==> src/rtl/rv_arb_pkg.sv <==
// Shared types and sizing helpers for the round-robin upstream arbiter.
package rv_arb_pkg;

  typedef enum logic {
    UNLOCKED = 1'b0,
    LOCKED   = 1'b1
  } lock_state_e;

  // Width of a requester index; never narrower than one bit.
  function automatic int unsigned id_w(input int unsigned n);
    return (n < 2) ? 1 : $clog2(n);
  endfunction

endpackage

==> src/rtl/rv_rr_pick.sv <==
// Rotating priority encoder: first set request at or after ptr_i, wrapping at NUM_REQ.
module rv_rr_pick #(
  parameter int unsigned NUM_REQ = 4,
  parameter int unsigned ID_W    = 2
) (
  input  logic [NUM_REQ-1:0] req_i,
  input  logic [ID_W-1:0]    ptr_i,
  output logic [ID_W-1:0]    winner_o,
  output logic               winner_ok_o
);

  logic [ID_W:0]   sum;
  logic [ID_W-1:0] idx;

  always_comb begin
    winner_o    = '0;
    winner_ok_o = 1'b0;
    sum         = '0;
    idx         = '0;
    for (int unsigned k = 0; k < NUM_REQ; k++) begin
      // Modular index handles non-power-of-2 NUM_REQ without touching unused codes.
      sum = {1'b0, ptr_i} + (ID_W+1)'(k);
      if (sum >= (ID_W+1)'(NUM_REQ)) begin
        sum = sum - (ID_W+1)'(NUM_REQ);
      end
      idx = sum[ID_W-1:0];
      if (!winner_ok_o && req_i[idx]) begin
        winner_o    = idx;
        winner_ok_o = 1'b1;
      end
    end
  end

endmodule

==> src/rtl/rv_rr_arbiter.sv <==
// Burst-locked round-robin arbiter feeding one registered ready/valid stage.
module rv_rr_arbiter
  import rv_arb_pkg::*;
#(
  parameter  int unsigned NUM_REQ   = 4,
  parameter  int unsigned WIDTH     = 16,
  parameter  int unsigned MAX_BURST = 4,
  localparam int unsigned ID_W      = id_w(NUM_REQ)
) (
  input  logic                     clock,
  input  logic                     reset,
  input  logic [NUM_REQ*WIDTH-1:0] req_data,
  input  logic [NUM_REQ-1:0]       req_valid,
  output logic [NUM_REQ-1:0]       req_ready,
  output logic [WIDTH-1:0]         ds_data,
  output logic [ID_W-1:0]          ds_id,
  output logic                     ds_valid,
  input  logic                     ds_ready,
  output logic                     locked
);

  localparam int unsigned CNT_W = $clog2(MAX_BURST + 1);

  lock_state_e      state_q, state_d;
  logic [ID_W-1:0]  owner_q, owner_d;
  logic [ID_W-1:0]  rr_ptr_q, rr_ptr_d;
  logic [CNT_W-1:0] beat_cnt_q, beat_cnt_d;
  logic [WIDTH-1:0] ds_data_q, ds_data_d;
  logic [ID_W-1:0]  ds_id_q, ds_id_d;
  logic             ds_valid_q, ds_valid_d;

  logic [WIDTH-1:0] req_arr [NUM_REQ];
  logic [ID_W-1:0]  pick_winner, winner;
  logic             pick_ok, winner_ok;
  logic             can_load, accept;

  for (genvar i = 0; i < NUM_REQ; i++) begin : g_unpack
    assign req_arr[i] = req_data[i*WIDTH +: WIDTH];
  end

  function automatic logic [ID_W-1:0] inc_id(input logic [ID_W-1:0] x);
    return (x == ID_W'(NUM_REQ - 1)) ? '0 : x + 1'b1;
  endfunction

  rv_rr_pick #(
    .NUM_REQ (NUM_REQ),
    .ID_W    (ID_W)
  ) u_pick (
    .req_i       (req_valid),
    .ptr_i       (rr_ptr_q),
    .winner_o    (pick_winner),
    .winner_ok_o (pick_ok)
  );

  assign can_load  = !ds_valid_q || ds_ready;
  assign winner    = (state_q == LOCKED) ? owner_q : pick_winner;
  assign winner_ok = (state_q == LOCKED) ? req_valid[owner_q] : pick_ok;
  assign accept    = winner_ok && can_load && !reset;

  // While locked the owner's ready is offered regardless of its own valid.
  always_comb begin
    req_ready = '0;
    if (!reset && can_load) begin
      if (state_q == LOCKED) begin
        req_ready[owner_q] = 1'b1;
      end else if (pick_ok) begin
        req_ready[pick_winner] = 1'b1;
      end
    end
  end

  always_comb begin
    state_d    = state_q;
    owner_d    = owner_q;
    rr_ptr_d   = rr_ptr_q;
    beat_cnt_d = beat_cnt_q;
    unique case (state_q)
      UNLOCKED: begin
        if (accept) begin
          if (MAX_BURST == 1) begin
            rr_ptr_d = inc_id(winner);
          end else begin
            state_d    = LOCKED;
            owner_d    = winner;
            beat_cnt_d = CNT_W'(1);
          end
        end
      end
      LOCKED: begin
        if (!req_valid[owner_q]) begin
          state_d    = UNLOCKED;
          beat_cnt_d = '0;
          rr_ptr_d   = inc_id(owner_q);
        end else if (accept) begin
          if (beat_cnt_q + 1'b1 == CNT_W'(MAX_BURST)) begin
            state_d    = UNLOCKED;
            beat_cnt_d = '0;
            rr_ptr_d   = inc_id(owner_q);
          end else begin
            beat_cnt_d = beat_cnt_q + 1'b1;
          end
        end
      end
      default: ;
    endcase
  end

  always_comb begin
    ds_valid_d = ds_valid_q;
    ds_data_d  = ds_data_q;
    ds_id_d    = ds_id_q;
    if (accept) begin
      ds_valid_d = 1'b1;
      ds_data_d  = req_arr[winner];
      ds_id_d    = winner;
    end else if (ds_ready) begin
      ds_valid_d = 1'b0;
    end
  end

  always_ff @(posedge clock) begin
    if (reset) begin
      state_q    <= UNLOCKED;
      owner_q    <= '0;
      rr_ptr_q   <= '0;
      beat_cnt_q <= '0;
      ds_valid_q <= 1'b0;
      ds_data_q  <= '0;
      ds_id_q    <= '0;
    end else begin
      state_q    <= state_d;
      owner_q    <= owner_d;
      rr_ptr_q   <= rr_ptr_d;
      beat_cnt_q <= beat_cnt_d;
      ds_valid_q <= ds_valid_d;
      ds_data_q  <= ds_data_d;
      ds_id_q    <= ds_id_d;
    end
  end

  assign ds_data  = ds_data_q;
  assign ds_id    = ds_id_q;
  assign ds_valid = ds_valid_q;
  assign locked   = (state_q == LOCKED);

endmodule

==> config.mk <==
export PLATFORM = sky130hd
export DESIGN_NAME = rv_rr_arbiter
export DESIGN_NICKNAME = d
export VERILOG_FILES = /design/src/rtl/rv_arb_pkg.sv /design/src/rtl/rv_rr_pick.sv /design/src/rtl/rv_rr_arbiter.sv
export SDC_FILE = /design/constraint.sdc
export NUM_CORES = 1
export LEC_CHECK = 0
export CAP_MARGIN = 10
export CORE_MARGIN = 4
export CORE_UTILIZATION = 30
export CTS_CLUSTER_DIAMETER = 50
export DETAILED_ROUTE_END_ITERATION = 10
export SKIP_LAST_GASP = 1
export SYNTH_ARGS = -nofsm -noshare
export SYNTH_HDL_FRONTEND = slang
export SYNTH_SLANG_ARGS = --single-unit
==> constraint.sdc <==
create_clock -name clock -period 1.8 [get_ports clock]
set_input_delay 0.27 -clock clock [delete_from_list [all_inputs] [get_ports clock]]
set_output_delay 0.27 -clock clock [all_outputs]
set_load 0.05 [all_outputs]
==> impl_metrics.csv <==
group,metric,value,unit
logic_synthesis,async_flop_share,0,
power_and_ir_drop,max-vdd-ir-drop,0.4092,mV
sta,period_needed,2.167,ns
logic_synthesis,synthSimpleGateAreaFrac,0.2653,
outcome,outcome,"finished with violations",
sta,timing.final.crit_share,1.204,
job,maxCapViolCount,0,
finish,drive_gt1_frac,0.3114,
finish,area_growth,86.84,%
logic_synthesis,synth_area,0.002330,mm2
logic_synthesis,ys.flop_type,"dfxtp_1",
logic_synthesis,syn-instance-count,286,
route,drt_wl_total,10190,um
clock_network,cts.htree.levels,1,
finish,nNetsFinal,489,
route,maxUsedRoutingLayer,"met4",
route,route.detailed.drc,0,
logic_synthesis,synth_top_area_frac,0.2320,
power_and_ir_drop,p_seq_frac,0.255,
clock_network,clkTransAtPathRegs,0.11,ns
critical_path,worst_setup_path_end_kind,"output pin",
global_route,grt_max_degree,62,
critical_path,start_kind,"flip-flop",
global_route,grt_pass1_wl,15080,um
placement,portBuffers,94,
logic_synthesis,yosys_warnings,0,
logic_synthesis,muxShareOfSynthArea,0.03115,
logic_synthesis,synth.avg_cell_area,8.146,um2
sta,clock.fmax,461.6,MHz
critical_path,crit_fanout,4,
route,drt_iter0_drc,157,
logic_synthesis,synth_fa_ha_area_frac,0.03222,
logic_synthesis,synthXorXnorAreaFrac,0.003759,
power_and_ir_drop,power.total,2.883,mW
clock_network,cts_buffers,3,
power_and_ir_drop,intPower,1.662,mW
placement,place_congestion,0.8897,
floorplan,initial_core_util,0.3145,
power_and_ir_drop,leakage,1.499,nW
logic_synthesis,syn_nets,363,
power_and_ir_drop,power_per_cell_area,662.2,mW/mm2
global_route,antenna_found_initial,0,
sta,fin_ws,-0.3666,ns
placement,post_dp_cell_area,0.003752,mm2
power_and_ir_drop,power_frac_comb,0.617,
finish,antenna_cells,0,
finish,multiInputGateArea,0.001913,mm2
route,drt-met1-wl,4180,um
finish,fillCellCount,653,
sta,skew,0.006356,ns
finish,final_cell_mix,"clkdlybuf4s50_1, buf_4, o31a_1",
route,drt_first_pass_iters,4,
power_and_ir_drop,switching_share,0.4236,
clock_network,cts.sinks,27,
critical_path,crit_type,"reg -> out",
logic_synthesis,synth_compound_gate_area_share,0.3663,
global_route,grt_pass1_vias,2978,
finish,fin_area,0.004353,mm2
power_and_ir_drop,net-switching-power,1.221,mW
global_route,grt_overflow_total,0,
floorplan,chipWidth,96.13,um
route,dr_total_vias,2976,
critical_path,worstPathRequired,1.53,ns
logic_synthesis,synth_top_family_by_area,"compound AO/OA/AOI/OAI gates",
finish,seq_area,554.3,um2
hold_path,hold_path_class,"reg -> reg",
finish,layout_commonest_cell,"clkdlybuf4s50_1",
sta,hold_violations,0,
clock_network,cts_hold_buf,0,
clock_network,cts_buffer_depth,2,
route,drtAntennaViolNets,0,
floorplan,rows,31,
critical_path,critPathArrivalTime,1.90,ns
floorplan,die-area,0.009240,mm2
sta,setup_tns,-1.850,ns
global_route,grt.total_usage,0.2061,
route,vias_per_cell,5.835,
logic_synthesis,ys_ff_latch,27,
route,met3_length,780,um
floorplan,die_y,96.13,um
clock_network,clock_latency,0.28,ns
logic_synthesis,ys_types,42,
placement,dp_hpwl,5904,um
floorplan,io_pins,95,
route,dr_wl_met2,5062,um
logic_synthesis,synth_area_leaders,"dfxtp_1, nor4b_1, o31a_1, o221ai_1, nand2_1",
clock_network,cts_tree,"done",
floorplan,core,0.007408,mm2
clock_network,root_buffer,"clkbuf_8",
logic_synthesis,yosysTopAreaCell,"dfxtp_1",
power_and_ir_drop,pwr-share-clk,0.127,
route,wl_per_cell,19.99,um
sta,setup-violations-final,22,
sta,worst_pin_slew,0.5203,ns
logic_synthesis,yosysSeqAreaShare,0.2320,
sta,relSlewSlack,0.6520,
sta,maxSlewViolCount,0,
logic_synthesis,synth_edf_count,0,
outcome,violations,"negative setup slack",
sta,rsz0062_at_grt,"yes",
## metal layers
metal  global-route usage  up-vias
li1                     -     1400
met1               0.2633     1452
met2               0.3387      110
met3              0.04300       14
met4              0.07701        0
met5                    0        -
## worst max-delay path: stages (launching register included)
cell and delay, ns:
dfxtp_4 0.38, nand2_2 0.05, buf_4 0.16, nor2_4 0.11
nor3_2 0.08, or4_4 0.53, a21oi_4 0.16, buf_12 0.15
## logic make-up (layout without fill, tap and decap cells)
family	Yosys count	in the layout
AOI/OAI and AO/OA	106	106
xor gates and xnor gates	1	1
adders and majority gates	6	6
buffers and inverters	40	165
DFF	27	27
muxes	6	6
and+or+nand+nor	100	100
## registers in the layout (all words and copies together) (netlist names)
signal	flops
ds_data	16
beat_cnt_q	3
ds_id	2
owner_q	2
rr_ptr_q	2
ds_valid	1
locked	1
## through the flow
stage	hold slack [ns]	utilization	cells	worst slack (ns)
6_report	0.4744	0.5876	510	-0.3666
5_1_grt	0.4973	0.5876	510	-0.4366
4_1_cts	0.4804	0.5513	497	-0.4301
3_5_place_dp	0.4552	0.5065	483	-0.6272
3_3_place_gp	0.4532	0.5065	483	-0.6001
2_1_floorplan	0.4589	-	286	-0.1433
## power by group through the flow
stage	sequential (mW)	clock, mW	combinational, mW
final	0.736	0.367	1.78
after global routing	0.745	0.404	1.89
after CTS	0.745	0.384	1.61
after detailed placement	0.754	0	1.44
after global placement	0.757	0	1.43
after floorplan	0.923	0	0.683
## cell usage after synthesis (2+ instances only)
master,count
a21oi_1,9
a22oi_1,3
a2bb2oi_1,2
a31oi_1,15
and2_1,2
buf_2,9
clkbuf_1,26
dfxtp_1,27
ha_1,6
inv_1,5
mux2i_1,5
nand2_1,28
nand2b_1,4
nor2_1,15
nor2_2,2
nor2b_1,4
nor3_1,2
nor4_1,2
nor4b_1,31
o21ai_0,4
o21ai_1,2
o221ai_1,30
o31a_1,31
o41ai_1,3
or4_1,2
## final cells by class
type / count / share of cell area
Clock buffer: 3 / 0.009485
Clock inverter: 1 / 0.001150
Inverter: 5 / 0.004312
Multi-Input combinational cell: 219 / 0.4395
Sequential cell: 27 / 0.1273
Tap cell: 99 / 0.02846
Timing Repair Buffer: 156 / 0.3898
## worst paths after layout
kind	startpoint	endpoint	slack (ns)	cells past startpoint
worst max-delay path	rr_ptr_q[1]$_SDFFE_PP0P_	req_ready[2]	-0.37	7
worst min-delay path	ds_id[0]$_SDFFE_PP0P_	ds_id[0]$_SDFFE_PP0P_	0.47	2
worst max register to register	owner_q[0]$_SDFFE_PP0P_	ds_data[8]$_SDFFE_PP0P_	-0.07	7
worst min register to register	ds_id[0]$_SDFFE_PP0P_	ds_id[0]$_SDFFE_PP0P_	0.47	2
## repair_timing
item                       in CTS  in global routing
pin swaps                      11                 27
setup endpoints to repair      27                 26
setup buffers                   5                  9
cloned                          5                  5
gates resized for setup        31                 24
Note: power is estimated with default switching activity, not from simulation.
